===== src/rtl/endian_pkg.sv =====
// Network/host byte-order conversion helpers.
// Shared by the NetTLP TX builder and RX parser.
package endian_pkg;

  function automatic logic [15:0] endian_conv16(
    input logic [15:0] v
  );
    return {v[7:0], v[15:8]};
  endfunction

  function automatic logic [31:0] endian_conv32(
    input logic [31:0] v
  );
    return {v[7:0], v[15:8], v[23:16], v[31:24]};
  endfunction

endpackage


===== src/rtl/nettlp_pkg.sv =====
// NetTLP protocol constants, parser state and header bundle.
// Imported by the RX header parser.
package nettlp_pkg;

  localparam logic [15:0] ETHTYPE_IPV4 = 16'h0800;
  localparam logic [7:0]  IPV4_VERIHL  = 8'h45;
  localparam logic [7:0]  IPPROTO_UDP  = 8'd17;
  localparam int          HDR_BEATS    = 6;

  typedef enum logic [1:0] {
    ST_HDR,
    ST_PAYLOAD,
    ST_DROP
  } rx_state_t;

  typedef struct packed {
    logic [31:0] src_ip;
    logic [15:0] sport;
    logic [15:0] dport;
    logic [15:0] seq;
    logic [31:0] tstamp;
  } nettlp_hdr_t;

endpackage


===== src/rtl/axis_reg_slice64.sv =====
// One-stage 64-bit AXI-Stream register slice.
// Accepts a new beat whenever it is empty or draining.
module axis_reg_slice64 (
  input  logic        clk,
  input  logic        rst_n,
  input  logic [63:0] in_data,
  input  logic [7:0]  in_keep,
  input  logic        in_valid,
  input  logic        in_last,
  input  logic        in_user,
  output logic        in_ready,
  output logic [63:0] out_data,
  output logic [7:0]  out_keep,
  output logic        out_valid,
  output logic        out_last,
  output logic        out_user,
  input  logic        out_ready
);

  assign in_ready = !out_valid || out_ready;

  always_ff @(posedge clk or negedge rst_n) begin
    if (!rst_n) begin
      out_data  <= '0;
      out_keep  <= '0;
      out_valid <= 1'b0;
      out_last  <= 1'b0;
      out_user  <= 1'b0;
    end else if (in_valid && in_ready) begin
      out_data  <= in_data;
      out_keep  <= in_keep;
      out_valid <= 1'b1;
      out_last  <= in_last;
      out_user  <= in_user;
    end else if (out_ready) begin
      out_valid <= 1'b0;
    end
  end

endmodule


===== src/rtl/nettlp_rx_hdr_parser.sv =====
// NetTLP RX decoder: strips Eth/IPv4/UDP/NetTLP header, forwards TLP.
// Frame counters are built only with NETTLP_RX_STATS_EN defined.
module nettlp_rx_hdr_parser
  import nettlp_pkg::*;
  import endian_pkg::*;
#(
  parameter logic [15:0] UDP_PORT_BASE = 16'h3000,
  parameter logic [15:0] UDP_PORT_MASK = 16'hFFF0
) (
  input  logic        clk156,
  input  logic        rst_n,
  input  logic [63:0] s_tdata,
  input  logic [7:0]  s_tkeep,
  input  logic        s_tvalid,
  input  logic        s_tlast,
  output logic        s_tready,
  output logic [63:0] m_tdata,
  output logic [7:0]  m_tkeep,
  output logic        m_tvalid,
  output logic        m_tlast,
  output logic        m_tuser,
  input  logic        m_tready,
  output logic [31:0] hdr_src_ip,
  output logic [15:0] hdr_src_port,
  output logic [15:0] hdr_dst_port,
  output logic [15:0] hdr_seq,
  output logic [31:0] hdr_tstamp,
  output logic [31:0] stat_rx_cnt,
  output logic [31:0] stat_drop_cnt
);

  rx_state_t   state;
  logic [2:0]  beat;
  logic        run;
  logic [15:0] ethtype;
  logic [7:0]  verihl;
  logic [7:0]  proto;
  nettlp_hdr_t stage;
  nettlp_hdr_t stage_nxt;
  nettlp_hdr_t hdr_q;
  logic        hdr_pend;
  logic        sof;
  logic        slice_ready;
  logic        fire;
  logic        last_hdr;
  logic        hdr_ok;

  assign s_tready = run &&
    (state == ST_PAYLOAD ? slice_ready : 1'b1);
  assign fire     = s_tvalid && s_tready;
  assign last_hdr = beat == 3'(HDR_BEATS - 1);
  assign hdr_ok   = ethtype == ETHTYPE_IPV4 &&
                    verihl == IPV4_VERIHL &&
                    proto == IPPROTO_UDP &&
                    (stage.dport & UDP_PORT_MASK) ==
                    (UDP_PORT_BASE & UDP_PORT_MASK);

  always_comb begin
    stage_nxt        = stage;
    stage_nxt.seq    = endian_conv16(s_tdata[31:16]);
    stage_nxt.tstamp = endian_conv32(s_tdata[63:32]);
  end

  always_ff @(posedge clk156 or negedge rst_n) begin
    if (!rst_n) begin
      run      <= 1'b0;
      state    <= ST_HDR;
      beat     <= '0;
      ethtype  <= '0;
      verihl   <= '0;
      proto    <= '0;
      stage    <= '0;
      hdr_q    <= '0;
      hdr_pend <= 1'b0;
      sof      <= 1'b0;
    end else begin
      run <= 1'b1;
      // hdr_* may only move once the previous frame's tail has left
      if (hdr_pend && slice_ready) begin
        hdr_q    <= stage;
        hdr_pend <= 1'b0;
      end
      if (fire) begin
        unique case (state)
          ST_HDR: begin
            case (beat)
              3'd1: begin
                ethtype <= endian_conv16(s_tdata[47:32]);
                verihl  <= s_tdata[55:48];
              end
              3'd2: proto <= s_tdata[63:56];
              3'd3: stage.src_ip <= endian_conv32(s_tdata[47:16]);
              3'd4: begin
                stage.sport <= endian_conv16(s_tdata[31:16]);
                stage.dport <= endian_conv16(s_tdata[47:32]);
              end
              default: ;
            endcase
            if (s_tlast) begin
              beat <= '0;
            end else if (last_hdr) begin
              beat  <= '0;
              stage <= stage_nxt;
              if (hdr_ok) begin
                state <= ST_PAYLOAD;
                sof   <= 1'b1;
                if (slice_ready) hdr_q <= stage_nxt;
                else hdr_pend <= 1'b1;
              end else begin
                state <= ST_DROP;
              end
            end else begin
              beat <= beat + 3'd1;
            end
          end
          ST_PAYLOAD: begin
            sof <= 1'b0;
            if (s_tlast) state <= ST_HDR;
          end
          default: begin
            if (s_tlast) state <= ST_HDR;
          end
        endcase
      end
    end
  end

  axis_reg_slice64 u_slice (
    .clk       (clk156),
    .rst_n     (rst_n),
    .in_data   (s_tdata),
    .in_keep   (s_tkeep),
    .in_valid  (s_tvalid && run && state == ST_PAYLOAD),
    .in_last   (s_tlast),
    .in_user   (sof),
    .in_ready  (slice_ready),
    .out_data  (m_tdata),
    .out_keep  (m_tkeep),
    .out_valid (m_tvalid),
    .out_last  (m_tlast),
    .out_user  (m_tuser),
    .out_ready (m_tready)
  );

  assign hdr_src_ip   = hdr_q.src_ip;
  assign hdr_src_port = hdr_q.sport;
  assign hdr_dst_port = hdr_q.dport;
  assign hdr_seq      = hdr_q.seq;
  assign hdr_tstamp   = hdr_q.tstamp;

`ifdef NETTLP_RX_STATS_EN
  logic [31:0] rx_cnt;
  logic [31:0] drop_cnt;
  logic        rx_inc;
  logic        drop_inc;

  assign rx_inc   = fire && state == ST_PAYLOAD && s_tlast;
  assign drop_inc = fire && state == ST_HDR &&
                    (s_tlast || (last_hdr && !hdr_ok));

  always_ff @(posedge clk156 or negedge rst_n) begin
    if (!rst_n) begin
      rx_cnt   <= '0;
      drop_cnt <= '0;
    end else begin
      if (rx_inc)   rx_cnt   <= rx_cnt + 32'd1;
      if (drop_inc) drop_cnt <= drop_cnt + 32'd1;
    end
  end

  assign stat_rx_cnt   = rx_cnt;
  assign stat_drop_cnt = drop_cnt;
`else
  assign stat_rx_cnt   = '0;
  assign stat_drop_cnt = '0;
`endif

endmodule


===== config.mk =====
export PLATFORM = sky130hd
export DESIGN_NAME = nettlp_rx_hdr_parser
export DESIGN_NICKNAME = d
export VERILOG_FILES = /design/src/rtl/endian_pkg.sv /design/src/rtl/nettlp_pkg.sv /design/src/rtl/axis_reg_slice64.sv /design/src/rtl/nettlp_rx_hdr_parser.sv
export SDC_FILE = /design/constraint.sdc
export NUM_CORES = 1
export LEC_CHECK = 0
export ABC_AREA = 1
export CORE_UTILIZATION = 54
export DETAILED_ROUTE_END_ITERATION = 8
export GPL_TIMING_DRIVEN = 0
export PLACE_DENSITY = 0.95
export SETUP_SLACK_MARGIN = 0.3
export SLEW_MARGIN = 20
export SYNTH_ARGS = -nofsm -noshare
export SYNTH_HDL_FRONTEND = slang
export SYNTH_SLANG_ARGS = --single-unit

===== constraint.sdc =====
create_clock -name clk156 -period 2.8 [get_ports clk156]
set_input_delay 0.42 -clock clk156 [delete_from_list [all_inputs] [get_ports clk156]]
set_output_delay 0.42 -clock clk156 [all_outputs]
set_load 0.01 [all_outputs]

==> out/metrics.cfg <==
[grt]
grtUsageTotal=0.310
grt_pass1_vias=11900
busiest_layer=met2
met1_usage=0.388
grt_max_degree=99
met2_usage=0.513
antenna_found_initial=0
grt_pass1_wl_mm=63.5
grt_overflow_total=0
met3_usage=0.0599

[sta]
relSlewSlack=0.539
hold_viol_final=0
rsz0062_at_grt=no
slew_viol_final=0
fin_skew_ps=13.7
post-route-period-util=0.815
period_needed_ps=2280
tightest_slew_ps=692
holdWs_ps=465
clock.fmax_mhz=438
setup_viol=0

[critical_path]
critPathMaxStageDelay_ps=570
worstPathArrival_ps=1860
critPathLaunchType=flip-flop
path_buf_inv=2
critPathSlowestCell=clkdlybuf4s50_1
critPathMaxFanout=3
end_kind=output port
cp_top_family=buffers and inverters
crit_type=flip-flop to output port
cp.required_ps=2380
path_cells=inv_1 -> nor2_1 -> a21boi_0 -> clkdlybuf4s50_1

[logic_synthesis]
syn_inst=1492
syn_area_mm2=0.0141
ys_seq_area_frac=0.602
avgSynthCellArea_um2=9.44
ys_warn_count=0
synth_cell_types=31
synth-seq-cells=339

[clocking]
clk_pin_slew_ps=60
clock_path_buffers=3
root_buffer=clkbuf_16
clock-sinks=339
htree_levels=2
cts_setup_buffers=0
worstSkewPairLatency_ps=520
post_cts_resized=0
cts_tree=yes
cts_buffers=35

[status]
status=finished clean

[cells_and_area]
postLayoutCoreUtil=0.735
area_delta_synth_final_pct=32.5
final_common_cell=nand2_1
antenna_cells=0
layout-drive-gt1-share=0.110
num-nets-final=1939
fillers=1690
final_cell_mix=nand2_1 (414), dfrtp_1 (339), clkdlybuf4s50_1 (263)

[die]
start_util=0.554
die_area_mm2=0.0267
die_h_um=163
rows=58
ios=329
core_area_mm2=0.0254
fp.dieW_um=163

[power]
powerDensity_mw_per_mm2=804
p_leak_uw=0.00982
ir_drop_uv=727

[placed_design]
dp_hpwl_mm=28.6
io_buffers=264
place.gp.congestion=0.905

[min_path]
hold_class=flip-flop to flip-flop

[route]
drt-initial-drc-count=1365
firstDrtPassIters=6
drt-total-wl_mm=41.1
drtAntennaViolNets=0
wl_per_cell_um=18.6
drc=0
post_drt_via_cell_ratio=5.43
vias=12000

[run]
max_cap_violations=0

==> per-layer routing <==
layer  wire (µm)  share of wire
met1       15500           0.38
met2       19900           0.48
met3        3650          0.089
met5           0              0
met4        2110          0.051
==> worst paths after layout <==
| check | cells after the start | slack [ps] | end | start |
|---|---|---|---|---|
| max | 4 | 520 | s_tready | state[0] |
| min reg2reg | 2 | 460 | hdr_src_ip[1] | stage[81] |
| max reg2reg | 7 | 610 | u_slice.out_data[48] | u_slice.out_valid |
| min | 2 | 460 | hdr_src_ip[1] | stage[81] |
| max in group asynchronous | 4 | 1090 | u_slice.out_data[8] | rst_n |
| min in group asynchronous | 2 | 500 | u_slice.out_data[20] | rst_n |
==> cells in the mapped netlist <==
cell type / count / share of area
nor3_1: 2 / 0.00071
nor2_4: 2 / 0.0016
nand3_1: 69 / 0.025
buf_2: 39 / 0.014
o31ai_1: 1 / 0.00053
inv_1: 114 / 0.030
buf_1: 1 / 0.00027
nor2_1: 118 / 0.031
o21ai_1: 8 / 0.0028
nor2b_1: 1 / 0.00044
o21ai_0: 189 / 0.067
a21boi_0: 1 / 0.00053
dfrtp_1: 339 / 0.60
nand2_1: 414 / 0.11
clkbuf_1: 25 / 0.0067
mux2i_1: 43 / 0.031
nor2_2: 1 / 0.00044
o21a_1: 1 / 0.00053
conb_1: 2 / 0.00053
nand3_2: 1 / 0.00071
buf_6: 5 / 0.0040
a21oi_1: 2 / 0.00071
nand4_2: 3 / 0.0027
buf_4: 71 / 0.038
nand4_1: 7 / 0.0031
mux2_2: 25 / 0.020
nand2_2: 2 / 0.00089
ha_1: 2 / 0.0018
or2_1: 2 / 0.00089
nand3_4: 1 / 0.0012
o22ai_1: 1 / 0.00044
==> per-stage QoR <==
step | worst slack (ps) | TNS [ps] | total power, µW | std cells | cell area [µm²]
3_3_place_gp | -12570 | -4250180 | 10000 | 2149 | 17400
4_1_cts | 503 | 0 | 15000 | 2213 | 18700
6_report | 517 | 0 | 15000 | 2213 | 18700
5_1_grt | 445 | 0 | 15700 | 2213 | 18700
3_5_place_dp | 116 | 0 | 10300 | 2152 | 17500
2_1_floorplan | 1250 | 0 | 8400 | 1555 | 14300
==> flip-flops by register name, indices dropped and copies added, names as in the netlist, 2 cells and up <==
| name | count |
|---|---|
| proto | 8 |
| hdr_src_port | 16 |
| hdr_src_ip | 32 |
| beat | 3 |
| u_slice.out_keep | 8 |
| ethtype | 16 |
| hdr_tstamp | 32 |
| stage | 112 |
| hdr_seq | 16 |
| verihl | 8 |
| state | 2 |
| hdr_dst_port | 16 |
| u_slice.out_data | 64 |
==> area by class of cell <==
| cell class | count | area, µm² | share of cell area |
|---|---|---|---|
| Multi-Input combinational cell | 961 | 4530 | 0.243 |
| Inverter | 114 | 428 | 0.0229 |
| Clock inverter | 6 | 95.1 | 0.00510 |
| Timing Repair Buffer | 268 | 2740 | 0.147 |
| Tap cell | 330 | 413 | 0.0221 |
| Buffer | 141 | 882 | 0.0473 |
| Clock buffer | 54 | 1090 | 0.0583 |
| Sequential cell | 339 | 8480 | 0.455 |
==> cells by family (layout without fill, tap and decap cells) <==
| family | count (synthesis) | after routing | synth area share |
|---|---|---|---|
| AND/OR/NAND/NOR | 623 | 623 | 0.179 |
| buffers and inverters | 255 | 583 | 0.0930 |
| flip-flops | 339 | 339 | 0.602 |
| adder cells (fa/ha/maj) | 2 | 2 | 0.00178 |
| AO/OA/AOI/OAI | 203 | 203 | 0.0728 |
| other | 2 | 65 | 0.000533 |
| multiplexers | 68 | 68 | 0.0506 |
==> worst register-to-register path, stage by stage, from the launching register on <==
cell,delay [ps]
dfrtp_1,340
inv_1,60
nor2_4,200
inv_1,190
nand3_2,310
buf_2,390
clkbuf_1,400
o21ai_0,170
==> where the power goes <==
group	switching, µW	internal [µW]	total (µW)	leakage (µW)
combinational	1580	1740	3320	0.00473
sequential	786	6160	6940	0.00451
clock	1890	2860	4750	0.000585
==> timing repair <==
action                                  in CTS  in global routing
endpoints found under the setup margin       0                  0
hold endpoints to repair                    85                  0
hold buffers                                 1                  0
Power figures use the tool's default switching activity.
